==> config.mk <==
export PLATFORM = sky130hd
export DESIGN_NAME = pipeline_sequencer
export DESIGN_NICKNAME = d
export VERILOG_FILES = /design/src/rtl/pipeline_sequencer.sv
export SDC_FILE = /design/constraint.sdc
export NUM_CORES = 1
export LEC_CHECK = 0
export ABC_CLOCK_PERIOD_IN_PS = 3000
export CAP_MARGIN = 5
export CELL_PAD_IN_SITES_DETAIL_PLACEMENT = 1
export CELL_PAD_IN_SITES_GLOBAL_PLACEMENT = 1
export CORE_UTILIZATION = 45
export DETAILED_ROUTE_END_ITERATION = 8
export DONT_BUFFER_PORTS = 1
export PLACE_DENSITY_LB_ADDON = 0.08
export SLEW_MARGIN = 5
export SYNTH_ARGS = -nofsm -noshare
export SYNTH_HDL_FRONTEND = slang
export SYNTH_SLANG_ARGS = --single-unit
==> constraint.sdc <==
create_clock -name clk -period 3 [get_ports clk]
set_input_delay 0.6 -clock clk [delete_from_list [all_inputs] [get_ports clk]]
set_output_delay 0.6 -clock clk [all_outputs]
set_load 0.05 [all_outputs]
==> src/rtl/pipeline_sequencer.sv <==
`default_nettype none
`timescale 1ns/1ps
// ============================================================================
// Module   : pipeline_sequencer
// Purpose  : Runs the enabled stages of the CNN inference pipeline one at a
//            time, in index order, once per frame trigger. Each stage gets a
//            one-cycle start pulse (unless it starts itself) and is then
//            watched until its done flag. Stages can be bypassed at runtime
//            and held off by a per-stage ready gate. A per-stage watchdog
//            captures a sticky error, and abort returns to idle. Completed
//            frames are counted.
// Ports    : clk, reset            - clock, synchronous active-high reset
//            i_frame_loaded        - frame trigger, sampled only in IDLE
//            i_stage_en[N]         - bypass mask, captured on trigger
//            i_stage_ready[N]      - launch gate per stage
//            i_stage_done[N]       - completion flag per stage
//            i_abort               - return to IDLE from any busy state
//            i_clear_error         - clear sticky error / leave ERROR
//            o_stage_start[N]      - one-cycle start pulses (one-hot or 0)
//            o_busy                - high in every state except IDLE
//            o_active_stage        - index of the current stage
//            o_frame_done          - one-cycle pulse on frame completion
//            o_error, o_err_stage  - sticky watchdog error and its stage
//            o_frame_count         - completed frames, wraps
//            o_last_frame_cycles   - (SEQ_PERF_CNT_EN only) cycles of the
//                                    last completed frame
// Options  : define SEQ_PERF_CNT_EN to add the frame cycle counter.
// Revision : 1.0 - initial release
// ============================================================================
module pipeline_sequencer #(
    parameter int                    NUM_STAGES     = 6,
    parameter logic [NUM_STAGES-1:0] START_MASK     = 6'b101111,
    parameter int                    TIMEOUT_W      = 24,
    parameter logic [TIMEOUT_W-1:0]  TIMEOUT_CYCLES = 24'd1_000_000,
    parameter int                    FRAME_CNT_W    = 16,
    localparam int                   IDX_W          = (NUM_STAGES > 1) ? $clog2(NUM_STAGES) : 1
) (
    input  logic                   clk,
    input  logic                   reset,
    input  logic                   i_frame_loaded,
    input  logic [NUM_STAGES-1:0]  i_stage_en,
    input  logic [NUM_STAGES-1:0]  i_stage_ready,
    input  logic [NUM_STAGES-1:0]  i_stage_done,
    input  logic                   i_abort,
    input  logic                   i_clear_error,
    output logic [NUM_STAGES-1:0]  o_stage_start,
    output logic                   o_busy,
    output logic [IDX_W-1:0]       o_active_stage,
    output logic                   o_frame_done,
    output logic                   o_error,
    output logic [IDX_W-1:0]       o_err_stage,
    output logic [FRAME_CNT_W-1:0] o_frame_count
`ifdef SEQ_PERF_CNT_EN
    ,
    output logic [31:0]            o_last_frame_cycles
`endif
);

    localparam logic                 c_WDOG_EN      = (TIMEOUT_CYCLES != '0);
    localparam logic [TIMEOUT_W-1:0] c_TIMEOUT_LAST = TIMEOUT_CYCLES - 1'b1;

    typedef enum logic [2:0] {
        S_IDLE   = 3'd0,
        S_LAUNCH = 3'd1,
        S_RUN    = 3'd2,
        S_DONE   = 3'd3,
        S_ERROR  = 3'd4
    } state_t;

    state_t                 r_state;
    logic [NUM_STAGES-1:0]  r_en_q;
    logic [TIMEOUT_W-1:0]   r_timer;
    logic [IDX_W-1:0]       r_active;
    logic [NUM_STAGES-1:0]  r_start;
    logic                   r_busy;
    logic                   r_frame_done;
    logic                   r_error;
    logic [IDX_W-1:0]       r_err_stage;
    logic [FRAME_CNT_W-1:0] r_fc;

    state_t                 w_state_nxt;
    logic [NUM_STAGES-1:0]  w_en_nxt;
    logic [TIMEOUT_W-1:0]   w_timer_nxt;
    logic [IDX_W-1:0]       w_active_nxt;
    logic [NUM_STAGES-1:0]  w_start_nxt;
    logic                   w_frame_done_nxt;
    logic                   w_error_nxt;
    logic [IDX_W-1:0]       w_err_stage_nxt;
    logic [FRAME_CNT_W-1:0] w_fc_nxt;

    // {found, index} of the lowest set bit of mask; when strict is set only
    // bits strictly above 'from' are considered.
    function automatic logic [IDX_W:0] f_scan(input logic [NUM_STAGES-1:0] mask,
                                              input logic [IDX_W-1:0]      from,
                                              input logic                  strict);
        logic [IDX_W:0] res;
        res = '0;
        for (int i = NUM_STAGES - 1; i >= 0; i--) begin
            if (mask[i] && (!strict || (IDX_W'(i) > from))) begin
                res = {1'b1, IDX_W'(i)};
            end
        end
        return res;
    endfunction

    logic [IDX_W:0] w_first;
    logic [IDX_W:0] w_next;

    assign w_first = f_scan(i_stage_en, '0, 1'b0);
    assign w_next  = f_scan(r_en_q, r_active, 1'b1);

    always_comb begin
        w_state_nxt      = r_state;
        w_en_nxt         = r_en_q;
        w_timer_nxt      = r_timer;
        w_active_nxt     = r_active;
        w_start_nxt      = '0;
        w_frame_done_nxt = 1'b0;
        w_error_nxt      = r_error & ~i_clear_error;
        w_err_stage_nxt  = r_err_stage;
        w_fc_nxt         = r_fc;

        case (r_state)
            S_IDLE: begin
                if (i_frame_loaded) begin
                    w_en_nxt = i_stage_en;
                    if (w_first[IDX_W]) begin
                        w_active_nxt = w_first[IDX_W-1:0];
                        w_state_nxt  = S_LAUNCH;
                    end else begin
                        w_state_nxt  = S_DONE;
                    end
                end
            end
            S_LAUNCH: begin
                if (i_stage_ready[r_active]) begin
                    // Self-started stages get no pulse; we only wait on done.
                    w_start_nxt[r_active] = START_MASK[r_active];
                    w_timer_nxt           = '0;
                    w_state_nxt           = S_RUN;
                end
            end
            S_RUN: begin
                // Done is checked before the watchdog so that it wins a tie.
                if (i_stage_done[r_active]) begin
                    if (w_next[IDX_W]) begin
                        w_active_nxt = w_next[IDX_W-1:0];
                        w_state_nxt  = S_LAUNCH;
                    end else begin
                        w_state_nxt  = S_DONE;
                    end
                end else if (c_WDOG_EN && (r_timer == c_TIMEOUT_LAST)) begin
                    w_error_nxt     = 1'b1;
                    w_err_stage_nxt = r_active;
                    w_state_nxt     = S_ERROR;
                end else begin
                    w_timer_nxt = r_timer + 1'b1;
                end
            end
            S_DONE: begin
                w_frame_done_nxt = 1'b1;
                w_fc_nxt         = r_fc + 1'b1;
                w_state_nxt      = S_IDLE;
            end
            S_ERROR: begin
                if (i_clear_error) begin
                    w_state_nxt = S_IDLE;
                end
            end
            default: begin
                w_state_nxt = S_IDLE;
            end
        endcase

        // Abort overrides everything except the idle trigger; a timeout in
        // the same cycle is discarded, an existing error is kept.
        if (i_abort && (r_state != S_IDLE)) begin
            w_state_nxt      = S_IDLE;
            w_start_nxt      = '0;
            w_frame_done_nxt = 1'b0;
            w_fc_nxt         = r_fc;
            w_timer_nxt      = r_timer;
            w_error_nxt      = r_error & ~i_clear_error;
            w_err_stage_nxt  = r_err_stage;
        end
    end

    always_ff @(posedge clk) begin
        if (reset) begin
            r_state      <= S_IDLE;
            r_en_q       <= '0;
            r_timer      <= '0;
            r_active     <= '0;
            r_start      <= '0;
            r_busy       <= 1'b0;
            r_frame_done <= 1'b0;
            r_error      <= 1'b0;
            r_err_stage  <= '0;
            r_fc         <= '0;
        end else begin
            r_state      <= w_state_nxt;
            r_en_q       <= w_en_nxt;
            r_timer      <= w_timer_nxt;
            r_active     <= w_active_nxt;
            r_start      <= w_start_nxt;
            r_busy       <= (w_state_nxt != S_IDLE);
            r_frame_done <= w_frame_done_nxt;
            r_error      <= w_error_nxt;
            r_err_stage  <= w_err_stage_nxt;
            r_fc         <= w_fc_nxt;
        end
    end

    assign o_stage_start  = r_start;
    assign o_busy         = r_busy;
    assign o_active_stage = r_active;
    assign o_frame_done   = r_frame_done;
    assign o_error        = r_error;
    assign o_err_stage    = r_err_stage;
    assign o_frame_count  = r_fc;

`ifdef SEQ_PERF_CNT_EN
    // Counts cycles from the trigger edge up to and including DONE.
    logic [31:0] r_cyc;
    logic [31:0] r_last_cyc;

    always_ff @(posedge clk) begin
        if (reset) begin
            r_cyc      <= '0;
            r_last_cyc <= '0;
        end else begin
            if ((r_state == S_IDLE) && i_frame_loaded) begin
                r_cyc <= 32'd1;
            end else if (r_state != S_IDLE) begin
                r_cyc <= r_cyc + 32'd1;
            end
            if ((r_state == S_DONE) && !i_abort) begin
                r_last_cyc <= r_cyc;
            end
        end
    end

    assign o_last_frame_cycles = r_last_cyc;
`endif

endmodule
`default_nettype wire

==> flow_summary.ini <==
[cells_and_area]
diodes_inserted = 0
area_growth_pct = 10.6
fill_cells = 898
drive_above_1_share = 0.121
layout_common_cells = sky130_fd_sc_hd__dfxtp_1 (64), sky130_fd_sc_hd__nor2_1 (40), sky130_fd_sc_hd__nand3_1 (38)
finish.net_count = 442
final_common_cell = sky130_fd_sc_hd__dfxtp_1

[critical_path]
regToRegSetupSlack_ns = 0.45
critPathTopFamily = compound AO/OA/AOI/OAI gates
worstReg2RegEnd = r_timer[18]
cp_slowest_stage_delay_ns = 0.62
required_ns = 3.28
buffers_inverters_on_critical_path = 0
worst-endpoint-arrival_ns = 2.82
rr_startpoint = o_active_stage[1]
cp_max_fo = 23
crit_path_cell_trace = mux4_2, a2bb2oi_4, a21bo_2, a2111oi_2, mux2i_1
critical_path.slowest_cell = sky130_fd_sc_hd__dfxtp_1
path_class = reg -> reg
critical_path.endpoint_type = flip-flop
start_kind = flip-flop
worst_r2r_path_depth = 5

[synthesis]
dominantRegCellSynth = sky130_fd_sc_hd__dfxtp_1
seq_area_frac_synth = 0.365
post_synth.cell_area_avg_um2 = 8.43
synth_top_cell_area_share = 0.365
ys_warnings = 0
post_synthesis_cell_count = 416
leading_cell_types_by_total_area_after_synthesis = sky130_fd_sc_hd__dfxtp_1 (37%), sky130_fd_sc_hd__mux2i_1 (6.6%), sky130_fd_sc_hd__nand3_1 (5.4%), sky130_fd_sc_hd__nor2_1 (4.3%), sky130_fd_sc_hd__a2111oi_2 (3.9%)
syn-cell-area_um2 = 3510
number_of_enable_type_register_cells_in_the_synthesized_netlist = 0
postSynthNetCount = 441
synth_async_sr_flop_share = 0
ys_seq_elements = 64
synthDominantAreaCellType = sky130_fd_sc_hd__dfxtp_1
netlist-cell-type-count = 60

[sta]
max_freq_mhz = 393
final-setup-viol-count = 0
report.final.hold_viol_count = 0
maxSlewViolCount = 0
period_minus_slack_ns = 2.55
period_share = 0.849
slew_headroom = 0.577
fin_skew_ns = 0.0122
rsz_0062_raised_after_global_routing = no
timing.setup.tns_ns = 0
tightest_slew_ns = 0.634

[cts]
cts.clk_slew.worst_paths_ns = 0.08
cts_hold_buf = 0
cts-root-to-sink-buffers = 2
clock_latency_ns = 0.36
cts_sinks = 64
cts_made_buffers = 9
cts_tree = built
post-cts-setup-buffers = 0
cts_root_buf = sky130_fd_sc_hd__clkbuf_8
cts-htree-levels = 3
cts_resized = 0

[run_status]
outcome = completed

[pwr]
power_leakage_uw = 0.00123
fin_total_pwr_uw = 2320
ir_drop_mv = 0.188
power.density_cell_area_nw_per_um2 = 598

[floorplan]
fp.coreArea_um2 = 7410
die_boundary_width_um = 90.3
effective_utilization_at_floorplan = 0.473
die_area_um2 = 8150
number_of_placement_rows = 31
die_height_um = 90.3
io-pin-count = 54

[worst_hold_path]
hold-path-endpoint = o_error
hold-path-cell-count = 1
timing.hold.worst.class = in -> reg
worst_hold_startpoint = reset

[grt]
gr-usage-all-layers = 0.241
global_route_wire_length_before_repair_mm = 15.8
globalRoute.totalOverflow = 0
grt_start_max_net_pins = 37
grt_antenna_before_repair = 0
via_count_of_the_first_global_routing_pass = 3220

[detailed_routing]
num_vias = 3180
dr.first_iter.drc_count = 78
detailedRoute.firstPassIterationCount = 4
finalWirelength_mm = 9.50
route.antenna.remaining_nets = 0
detailed_route_drc_error_count = 0
detail_route.wl_per_cell_um = 18.2
avgViaCountPerCell = 6.10

[placed_design]
post-dp-hpwl_mm = 6.53
place.gp.congestion = 0.794
port_buffer_count = 0

[run]
cap_viol_max_count = 0
## how the worst max path moves through the flow
stage	cells past startpoint	from	endpoint
2_1_floorplan	7	o_active_stage[1]	r_timer[15]
3_3_place_gp	5	i_stage_done[3]	r_timer[22]
3_5_place_dp	5	i_stage_done[3]	r_timer[18]
4_1_cts	5	o_active_stage[1]	r_timer[18]
5_1_grt	6	r_timer[0]	r_timer[18]
6_report	5	o_active_stage[1]	r_timer[18]
## sequential cells by signal, indices dropped and copies added (netlist names), named ones only
register / cells
o_error: 1
o_stage_start: 6
r_state: 3
o_busy: 1
o_frame_done: 1
r_timer: 24
o_frame_count: 16
o_err_stage: 3
r_en_q: 5
o_active_stage: 3
## synth_stat cells (4+ instances only)
cell type / count
sky130_fd_sc_hd__nand3b_1: 13
sky130_fd_sc_hd__nor4b_1: 5
sky130_fd_sc_hd__nor2b_1: 4
sky130_fd_sc_hd__clkbuf_1: 20
sky130_fd_sc_hd__inv_1: 13
sky130_fd_sc_hd__nor3_1: 16
sky130_fd_sc_hd__and2_1: 5
sky130_fd_sc_hd__o21ai_1: 4
sky130_fd_sc_hd__or3_1: 5
sky130_fd_sc_hd__mux2i_1: 23
sky130_fd_sc_hd__buf_2: 4
sky130_fd_sc_hd__dfxtp_1: 64
sky130_fd_sc_hd__a21oi_1: 14
sky130_fd_sc_hd__xnor2_1: 9
sky130_fd_sc_hd__nand2b_1: 5
sky130_fd_sc_hd__o21ai_0: 4
sky130_fd_sc_hd__and4_1: 4
sky130_fd_sc_hd__xor2_1: 5
sky130_fd_sc_hd__nor4_1: 4
sky130_fd_sc_hd__nor2_1: 40
sky130_fd_sc_hd__nand2_1: 36
sky130_fd_sc_hd__o211ai_1: 6
sky130_fd_sc_hd__or4_1: 6
sky130_fd_sc_hd__nand3_1: 38
sky130_fd_sc_hd__nand4_1: 8
sky130_fd_sc_hd__a2111oi_2: 9
sky130_fd_sc_hd__a211oi_1: 10
## power breakdown
group | total [uW] | internal (uW) | switching [uW]
clock network | 863 | 478 | 385
registers | 958 | 881 | 76.8
logic | 497 | 166 | 331
## routing by layer
metal,wire [um],part of all wire,track usage
met1,4300,0.45,0.308
met2,4660,0.49,0.403
met3,368,0.039,0.0379
met4,167,0.018,0.0995
met5,0,0,0
## layout make-up
| cell class | count | area, um^2 | area share |
|---|---|---|---|
| Clock buffer | 9 | 124 | 0.0320 |
| Inverter | 14 | 52.6 | 0.0136 |
| Sequential cell | 64 | 1280 | 0.331 |
| Multi-Input combinational cell | 312 | 2070 | 0.534 |
| Timing Repair Buffer | 16 | 120 | 0.0310 |
| Tap cell | 99 | 124 | 0.0320 |
| Clock inverter | 7 | 104 | 0.0268 |
## stage by stage
step | instances | hold slack [ns] | setup WS [ns] | util | cell area, um^2
after detailed placement | 505 | 0.465 | 0.405 | 0.492 | 3650
after floorplan | 416 | 0.445 | 0.431 | - | 3510
after global routing | 521 | 0.312 | 0.197 | 0.523 | 3880
after global placement | 505 | 0.459 | 0.491 | 0.492 | 3650
after CTS | 521 | 0.305 | 0.430 | 0.523 | 3880
final | 521 | 0.310 | 0.454 | 0.523 | 3880
## cell families (layout without fill, tap and decap cells)
logic type      after synthesis  count (layout)  synth area share
mux                          26              26            0.0785
flops                        64              64             0.365
buf+inv                      40              46            0.0464
fa+ha+maj                     3               3           0.00999
compound gates               69              69             0.162
xor+xnor                     14              14            0.0350
simple gates                200             200             0.303
(Power assumes the default switching activity.)
